<file path="src/rtl/l1_mmu_responder.sv">
// l1_mmu_responder: responder end of the L1-to-MMU request interface.
// Cached accesses move a 256-bit line as 8 word beats through a 32-bit
// synchronous block RAM (read data arrives the cycle after the address).
// Addresses whose top nibble is 0xF fall in the MMIO window. Those accesses
// go out as single word strobes on the peripheral bus, with a bounded wait.
// All outputs are registered; completion is a one-cycle done pulse.
module l1_mmu_responder #(
    parameter int          MEM_AW        = 13,
    parameter int          MMIO_TIMEOUT  = 255,
    parameter logic [31:0] MMIO_ERR_DATA = 32'hDEADBEEF
) (
    input  logic              sys_clk,
    input  logic              rst_n,
    input  logic              l1_mmu_req_read,
    input  logic              l1_mmu_req_write,
    input  logic [31:0]       l1_mmu_req_addr,
    input  logic [255:0]      l1_mmu_write_data,
    output logic              mmu_l1_read_done,
    output logic              mmu_l1_write_done,
    output logic [255:0]      mmu_l1_read_data,
    output logic [MEM_AW-1:0] mem_addr,
    output logic              mem_we,
    output logic [31:0]       mem_wdata,
    input  logic [31:0]       mem_rdata,
    output logic [31:0]       mmio_addr,
    output logic              mmio_read,
    output logic              mmio_write,
    output logic [31:0]       mmio_wdata,
    input  logic [31:0]       mmio_rdata,
    input  logic              mmio_ready,
    output logic              mmio_timeout
);

    // Wait counter holds 0..MMIO_TIMEOUT-1, one count per strobe cycle.
    localparam int TMO_W = (MMIO_TIMEOUT > 1) ? $clog2(MMIO_TIMEOUT) : 1;

    typedef enum logic [2:0] {
        IDLE    = 3'd0,
        LINE_RD = 3'd1,
        LINE_WR = 3'd2,
        MMIO_RD = 3'd3,
        MMIO_WR = 3'd4,
        DONE    = 3'd5
    } state_t;

    // Shared MMIO window decode: the top address nibble selects peripherals.
    function automatic logic is_mmio_window(input logic [3:0] addr_top);
        return (addr_top == 4'hF);
    endfunction

    // Select word idx of a 256-bit line.
    function automatic logic [31:0] line_word(input logic [255:0] line, input logic [2:0] idx);
        return line[{idx, 5'b00000} +: 32];
    endfunction

    state_t             state_r;
    state_t             state_nxt_s;
    logic               accept_s;
    logic               mmio_s;
    logic               tmo_hit_s;
    logic [2:0]         cap_idx_s;
    logic [2:0]         nxt_idx_s;

    logic [3:0]         beat_cnt_r;
    logic [TMO_W-1:0]   tmo_cnt_r;
    logic [MEM_AW-4:0]  line_base_r;
    logic [255:0]       wdata_r;

    logic               read_done_r;
    logic               write_done_r;
    logic [255:0]       read_data_r;
    logic [MEM_AW-1:0]  mem_addr_r;
    logic               mem_we_r;
    logic [31:0]        mem_wdata_r;
    logic [31:0]        mmio_addr_r;
    logic               mmio_read_r;
    logic               mmio_write_r;
    logic [31:0]        mmio_wdata_r;
    logic               mmio_timeout_r;

    assign mmio_s    = is_mmio_window(l1_mmu_req_addr[31:28]);
    assign tmo_hit_s = (tmo_cnt_r == TMO_W'(MMIO_TIMEOUT - 1));
    // In LINE_RD, beat_cnt_r-1 is the beat whose RAM data is on mem_rdata now.
    assign cap_idx_s = 3'(beat_cnt_r - 4'd1);
    assign nxt_idx_s = beat_cnt_r[2:0] + 3'd1;

    // Next-state decode: accept in IDLE, count beats / wait for the peripheral.
    always_comb begin
        state_nxt_s = state_r;
        accept_s    = 1'b0;
        case (state_r)
            IDLE: begin
                if (l1_mmu_req_read) begin
                    accept_s    = 1'b1;
                    state_nxt_s = mmio_s ? MMIO_RD : LINE_RD;
                end else if (l1_mmu_req_write) begin
                    accept_s    = 1'b1;
                    state_nxt_s = mmio_s ? MMIO_WR : LINE_WR;
                end else begin
                    state_nxt_s = IDLE;
                end
            end
            LINE_RD: begin
                if (beat_cnt_r == 4'd8) begin
                    state_nxt_s = DONE;
                end else begin
                    state_nxt_s = LINE_RD;
                end
            end
            LINE_WR: begin
                if (beat_cnt_r == 4'd7) begin
                    state_nxt_s = DONE;
                end else begin
                    state_nxt_s = LINE_WR;
                end
            end
            MMIO_RD, MMIO_WR: begin
                if (mmio_ready || tmo_hit_s) begin
                    state_nxt_s = DONE;
                end else begin
                    state_nxt_s = state_r;
                end
            end
            DONE:    state_nxt_s = IDLE;
            default: state_nxt_s = IDLE;
        endcase
    end

    // State register.
    always_ff @(posedge sys_clk or negedge rst_n) begin
        if (!rst_n) begin
            state_r <= IDLE;
        end else begin
            state_r <= state_nxt_s;
        end
    end

    // Datapath: request latch, beat sequencing, MMIO wait and registered outputs.
    always_ff @(posedge sys_clk or negedge rst_n) begin
        if (!rst_n) begin
            beat_cnt_r     <= 4'd0;
            tmo_cnt_r      <= '0;
            line_base_r    <= '0;
            wdata_r        <= 256'd0;
            read_done_r    <= 1'b0;
            write_done_r   <= 1'b0;
            read_data_r    <= 256'd0;
            mem_addr_r     <= '0;
            mem_we_r       <= 1'b0;
            mem_wdata_r    <= 32'd0;
            mmio_addr_r    <= 32'd0;
            mmio_read_r    <= 1'b0;
            mmio_write_r   <= 1'b0;
            mmio_wdata_r   <= 32'd0;
            mmio_timeout_r <= 1'b0;
        end else begin
            read_done_r    <= 1'b0;
            write_done_r   <= 1'b0;
            mmio_timeout_r <= 1'b0;
            case (state_r)
                IDLE: begin
                    beat_cnt_r <= 4'd0;
                    tmo_cnt_r  <= '0;
                    if (accept_s) begin
                        line_base_r  <= l1_mmu_req_addr[MEM_AW+1:5];
                        wdata_r      <= l1_mmu_write_data;
                        mem_addr_r   <= {l1_mmu_req_addr[MEM_AW+1:5], 3'b000};
                        mem_wdata_r  <= l1_mmu_write_data[31:0];
                        mem_we_r     <= ~l1_mmu_req_read & ~mmio_s;
                        mmio_addr_r  <= l1_mmu_req_addr & ~32'h0000_0003;
                        mmio_wdata_r <= l1_mmu_write_data[31:0];
                        mmio_read_r  <= l1_mmu_req_read & mmio_s;
                        mmio_write_r <= ~l1_mmu_req_read & mmio_s;
                    end
                end
                LINE_RD: begin
                    // Address beats 0..7 go out one cycle ahead of their data.
                    if (beat_cnt_r < 4'd7) begin
                        mem_addr_r <= {line_base_r, nxt_idx_s};
                    end
                    if (beat_cnt_r != 4'd0) begin
                        read_data_r[{cap_idx_s, 5'b00000} +: 32] <= mem_rdata;
                    end
                    if (beat_cnt_r == 4'd8) begin
                        read_done_r <= 1'b1;
                    end
                    beat_cnt_r <= beat_cnt_r + 4'd1;
                end
                LINE_WR: begin
                    if (beat_cnt_r == 4'd7) begin
                        mem_we_r     <= 1'b0;
                        write_done_r <= 1'b1;
                    end else begin
                        mem_addr_r  <= {line_base_r, nxt_idx_s};
                        mem_wdata_r <= line_word(wdata_r, nxt_idx_s);
                        beat_cnt_r  <= beat_cnt_r + 4'd1;
                    end
                end
                MMIO_RD: begin
                    if (mmio_ready) begin
                        mmio_read_r <= 1'b0;
                        read_data_r <= {224'd0, mmio_rdata};
                        read_done_r <= 1'b1;
                    end else if (tmo_hit_s) begin
                        mmio_read_r    <= 1'b0;
                        read_data_r    <= {224'd0, MMIO_ERR_DATA};
                        read_done_r    <= 1'b1;
                        mmio_timeout_r <= 1'b1;
                    end else begin
                        tmo_cnt_r <= tmo_cnt_r + TMO_W'(1);
                    end
                end
                MMIO_WR: begin
                    if (mmio_ready) begin
                        mmio_write_r <= 1'b0;
                        write_done_r <= 1'b1;
                    end else if (tmo_hit_s) begin
                        mmio_write_r   <= 1'b0;
                        write_done_r   <= 1'b1;
                        mmio_timeout_r <= 1'b1;
                    end else begin
                        tmo_cnt_r <= tmo_cnt_r + TMO_W'(1);
                    end
                end
                DONE: begin
                    beat_cnt_r <= 4'd0;
                    tmo_cnt_r  <= '0;
                end
                default: begin
                    beat_cnt_r <= 4'd0;
                    tmo_cnt_r  <= '0;
                end
            endcase
        end
    end

    assign mmu_l1_read_done  = read_done_r;
    assign mmu_l1_write_done = write_done_r;
    assign mmu_l1_read_data  = read_data_r;
    assign mem_addr          = mem_addr_r;
    assign mem_we            = mem_we_r;
    assign mem_wdata         = mem_wdata_r;
    assign mmio_addr         = mmio_addr_r;
    assign mmio_read         = mmio_read_r;
    assign mmio_write        = mmio_write_r;
    assign mmio_wdata        = mmio_wdata_r;
    assign mmio_timeout      = mmio_timeout_r;

endmodule

</file>
<file path="config.mk">
export PLATFORM = sky130hd
export DESIGN_NAME = l1_mmu_responder
export DESIGN_NICKNAME = d
export VERILOG_FILES = /design/src/rtl/l1_mmu_responder.sv
export SDC_FILE = /design/constraint.sdc
export NUM_CORES = 1
export LEC_CHECK = 0
export BUFFER_PORTS_ARGS = -buffer_cell sky130_fd_sc_hd__buf_2
export CAP_MARGIN = 0
export CORE_MARGIN = 2
export CORE_UTILIZATION = 30
export CTS_CLUSTER_SIZE = 24
export DETAILED_ROUTE_END_ITERATION = 12
export PLACE_DENSITY = 0.49
export SLEW_MARGIN = 30
export SYNTH_ARGS = -nofsm -noshare
export SYNTH_HDL_FRONTEND = slang
export SYNTH_SLANG_ARGS = --single-unit
</file>
<file path="constraint.sdc">
create_clock -name sys_clk -period 3 [get_ports sys_clk]
set_clock_uncertainty 0.05 [all_clocks]
set_input_delay 0.45 -clock sys_clk [delete_from_list [all_inputs] [get_ports sys_clk]]
set_output_delay 0.45 -clock sys_clk [all_outputs]
set_load 0.005 [all_outputs]
</file>
Word-level counts from Yosys, hierarchy flattened. Cells that the tools add are included.

Output and inout port bits: 371. Register bits: 650. Logic and storage cells: 114.

Reductions and logical operators: 19. Shifts and indexed selects: 3. Muxes and demuxes: 45. Bitwise operators: 7. Eq/ne operators: 18. $lt $le $gt $ge: 1. Add/subtract/negate cells: 5.

Operators with widths (number): 2-to-1 mux 256 bit (3); one-hot mux 256 bit (2 select lines) (1); bitwise mux 256 bit (1); variable shift 32 x 10 -> 256 bit, first input constant (1); indexed part select 256 x 9 -> 32 bit (1); indexed part select 32 x 10 -> 256 bit (1); 2-to-1 mux 32 bit (2); one-hot mux 32 bit (2 select lines) (1); 2-to-1 mux 13 bit (3); one-hot mux 13 bit (3 select lines) (1); 2-to-1 mux 3 bit (6); AND reduction 3 bit (6); 2-to-1 mux 8 bit (2); one-hot mux 8 bit (2 select lines) (1); 2-to-1 mux 1 bit (15); != test 2 bit, second input constant (7); one-hot mux 3 bit (4 select lines) (1); one-hot mux 4 bit (3 select lines) (1); negation 8 -> 10 bit (1); one-hot mux 1 bit (2 select lines) (5); adder 8 x 1 -> 8 bit, second input constant (1); equality test 4 bit, second input constant (2); equality test 8 bit, second input constant (1); nonzero test 2 bit (4); 21 further kinds (30).

Longest topological paths before layout.
Depth after elaboration: 6. Mapped depth: 12. Depth with buffers taken out: 9.

Worst setup path before layout. No wires, ideal clock.

Path type: register -> register. From: register beat_cnt_r[0]. To: register read_data_r[10], in the netlist mmu_l1_read_data[10]. Path buffers: 2. Slack: -0.058 ns. Data arrival time: 2.883 ns. Period minus slack after synthesis: 3.058 ns. Cell stages (with the launch flop): 12. Cells stage by stage: dfrtp_1 > buf_2 > inv_1 > ha_1 > xor2_2 > inv_2 > ha_1 > nand2b_1 > or3_1 > o22ai_4 > buf_6 > mux2_2.

Longest elaborated chain between the ends: 6. Elaborated cells on any way between the ends: 10. Those cells by class: add/sub: 2; eq/ne: 1; shift: 2; mux: 3; reduce/logical: 2.

RTL lines: from (decl) (line 64) `logic [3:0] beat_cnt_r;`; from (signal assigned) (line 187) `beat_cnt_r <= beat_cnt_r + 4'd1;`; from (signal assigned) (line 196) `beat_cnt_r <= beat_cnt_r + 4'd1;`; subtractor 3 x 1 -> 3 bit (line 84) `assign cap_idx_s = 3'(beat_cnt_r - 4'd1);`; negation 8 -> 10 bit (line 182) `read_data_r[{cap_idx_s, 5'b00000} +: 32] <= mem_rdata;`; indexed part select 32 x 10 -> 256 bit or variable shift 32 x 10 -> 256 bit (tied branches) (line 182); bitwise mux 256 bit (line 182); 2-to-1 mux 256 bit (line 181) `if (beat_cnt_r != 4'd0) begin`; one-hot mux 256 bit (2 select lines) (line 160) `case (state_r)`; to (signal, indexed assignment) (line 182); to (signal assigned) (line 202) `read_data_r <= {224'd0, mmio_rdata};`; to (signal assigned) (line 206) `read_data_r <= {224'd0, MMIO_ERR_DATA};`; to (decl) (line 71) `logic [255:0] read_data_r;`.

Several ways; a longest one is shown, not always the timed one. The select of a mux whose other input is x is not followed. A chain may end at the register's enable or synchronous reset.

Worst setup path after layout.
From: register beat_cnt_r[1]. To: register read_data_r[34], in the netlist mmu_l1_read_data[34].

Same word-level chain as after synthesis.

==> key figures <==
Run status
  – Status: completed

Placement
  – Buffers on Ports: a little over 700
  – Post-Place Cells: approximately 4.2k
  – HPWL after DPL: between 60000 and 70000 um
  – Setup slack at placement: around 190 ps
  – RePlAce Congestion: roughly 0.8

Worst setup path
  – Slowest cell on the critical path: and3_2
  – Worst-path fanout max: 32
  – CP max stage delay: roughly 760 ps
  – Crit. End Element: flip-flop
  – CP dominant cell by count: inv_1
  – Setup crit start kind: flip-flop
  – Worst Path Required: approximately 3500 ps
  – CP cell instances: inv_1 > ha_2 > xor2_2 > inv_2 > ha_1 > buf_4 > inv_1 > nor3_2 > and3_2 > a32o_1
  – Setup CP Type: flip-flop to flip-flop
  – CP Data Arrival Time: 3310 ps

Synthesis
  – Syn avg cell area: 10.9 um2
  – Main synth FF type: dfrtp_1
  – Library cells used by synthesis: 73
  – Yosys warns: 0
  – Seq/Total Area, Yosys: a little under three fifths
  – EDFF count, synth: 0
  – Mapped Area: about 27000 um2
  – #FFs+latches synth: 608
  – Post-Syn Instances: about 2.4k
  – Asr flop ratio synth: between 90% and 100%

Timing
  – Fin Setup TNS: 0 ps
  – Final hold violations: 0
  – Period Utilization, post-route: between 90% and 100%
  – RSZ-0062 raised after global routing: false
  – Worst-Margin Slew: around 900 ps
  – Fmax: around 0.36 GHz
  – Hold Slack: around 46 ps
  – Setup violators final: 0
  – Final worst slack: about 180 ps
  – Post-route minimum period: 2820 ps
  – Slew Viols, Final: 0
  – Rel. slew slack: 41.7%

Floorplanning
  – Die Width: around 300 um
  – # IOs: about 730
  – Core area: around 90000 um2
  – Starting density of the core: a little under a third
  – Die Height: roughly 300 um
  – Row count: around 110
  – Die area: 90700 um2

Clock network
  – Hold_buf cts: about 250
  – Clk slew on worst S/H paths: approximately 60 ps
  – Max Buffers Root-to-Sink: 3
  – Clock root buffer: clkbuf_16
  – Clock sink count: about 610
  – Worst-Skew Late Latency: about 630 ps
  – H-tree levels: 3
  – CTS buffer count: 70
  – # Post-CTS Setup Buffers: 0
  – Post-CTS sizing: 0
  – CTS tree: built

Global routing
  – Grt ovf: 0
  – Total GRT Usage: 21.2%
  – Initial antenna violation count: 17
  – First-pass GRT wire length: 146000 um
  – Vias in the first global route: around 23k
  – Largest net degree at the start of global routing: between 90 and 100

Power
  – PD cells: 1030 nW/um2
  – Leakage power: around 19 nW
  – Peak VDD IR: between 0.5 and 0.6 mV
  – Final Power: roughly 38 mW

Layout
  – Non-filler instance count after layout: between 4k and 5k
  – Share of cells above drive strength 1: about 32%
  – Nets: between 3k and 4k
  – Area Overhead vs Synth: 37.8%

Detailed routing
  – DRC violations left: 0
  – Via count: ~22k
  – Antenna viol nets, final: 0
  – Post-Route WL: roughly 100000 um
  – DR WL/cell: between 20 and 25 um
  – Via/cell ratio: between 4 and 5
  – Drt pass-1 iters: 5
  – DRT iter0 DRCs: approximately 1.4k

Job
  – Max-Cap Viols: 0

Min path
  – Hold Path Class: input pin to flip-flop
cell families (layout without fill, tap and decap cells):
kind of cell,after synthesis,count (layout),share of synthesized area [%]
AND/OR/NAND/NOR,977,977,15.3
other,1,17,0.0141
AO/OA/AOI/OAI,386,386,11.9
adder cells (fa/ha/maj),10,10,0.463
flip-flops,608,608,57.4
XOR/XNOR,6,6,0.227
buffers and inverters,256,1202,4.76
multiplexers,185,185,9.85
worst max-delay path: cells and delay by family (launching register included):
kind / cells / cell delay, ps
XOR/XNOR: 1 / 170
buffers and inverters: 4 / 400
AO/OA/AOI/OAI: 1 / 280
flip-flops: 1 / 370
adder cells (fa/ha/maj): 2 / 520
AND/OR/NAND/NOR: 2 / 960
cell usage in the layout (no fill, tap or decap), types with 13 or more instances in the layout:
cell type,n
a21o_1,15
a21oi_1,17
a22o_1,191
a22oi_1,26
a32o_1,32
and3_1,35
buf_12,28
buf_2,722
buf_4,59
clkbuf_1,15
clkbuf_16,71
clkbuf_8,17
dfrtp_1,607
diode_2,15
dlygate4sd3_1,252
mux2_2,74
mux2i_1,47
mux4_2,52
nand2_1,840
nand2b_1,27
o21ai_0,37
o22a_1,13
final timing paths:
kind,from,endpoint,slack (ps),depth (start not counted)
max,beat_cnt_r[1]$_DFFE_PN0P_,mmu_l1_read_data[34]$_DFFE_PN0P_,180,10
min,l1_mmu_write_data[59],wdata_r[59]$_DFFE_PN0P_,50,3
max reg2reg,beat_cnt_r[1]$_DFFE_PN0P_,mmu_l1_read_data[34]$_DFFE_PN0P_,180,10
min reg2reg,wdata_r[246]$_DFFE_PN0P_,wdata_r[246]$_DFFE_PN0P_,420,2
max in group asynchronous,rst_n,wdata_r[41]$_DFFE_PN0P_,1540,3
min in group asynchronous,rst_n,wdata_r[33]$_DFFE_PN0P_,410,2
flip-flops by register name (all words and copies together), names as in the netlist, 3 cells and up:
| name | count |
|---|---|
| tmo_cnt_r | 8 |
| mmu_l1_read_data | 256 |
| state_r | 3 |
| line_base_r | 9 |
| mem_wdata | 32 |
| mem_addr | 13 |
| beat_cnt_r | 4 |
| wdata_r | 256 |
| mmio_addr | 21 |
through the flow:
step | cell area [um2] | utilization, %
finish | 36500 | 41.5
global route | 36500 | 41.5
CTS | 36500 | 41.5
detailed placement | 31600 | 35.9
global placement | 31600 | 35.9
floorplan | 26500 | -
synth_stat cells, types with 18 or more instances:
| cell type | count | area share (%) |
|---|---|---|
| nand2b_1 | 27 | 0.64 |
| buf_2 | 74 | 1.4 |
| a32o_1 | 32 | 1.2 |
| mux2_2 | 74 | 3.1 |
| and3_1 | 36 | 0.85 |
| buf_4 | 49 | 1.4 |
| a22oi_1 | 26 | 0.74 |
| mux4_2 | 52 | 4.4 |
| clkbuf_1 | 103 | 1.5 |
| dfrtp_1 | 608 | 57 |
| mux2i_1 | 47 | 1.8 |
| a22o_1 | 192 | 6.3 |
| o21ai_0 | 38 | 0.72 |
| a21oi_1 | 18 | 0.34 |
| nand2_1 | 840 | 12 |
routing by layer:
metal | part of all wire (%) | vias up | track usage (%)
met2 | 47 | 814 | 34.7
met4 | 3.3 | 4 | 7.79
li1 | - | 10200 | -
met1 | 43 | 11200 | 27.5
met5 | 0.017 | - | 0
met3 | 6.7 | 179 | 4.49
power by group:
part	switching (mW)	internal (mW)	leakage [nW]	total, mW
logic	8.22	6.91	9.89	15.1
registers	2.00	11.6	7.88	13.6
clock network	3.70	5.10	1.16	8.79
area by class of cell:
class,instances,area (um2)
Inverter,13,48.8
Fill cell,8614,51400
Timing Repair Buffer,1064,7200
Antenna cell,15,37.5
Tap cell,1165,1460
Sequential cell,608,15200
Clock inverter,22,304
Multi-Input combinational cell,1566,10200
Clock buffer,103,2070
(Power assumes the default switching activity.)
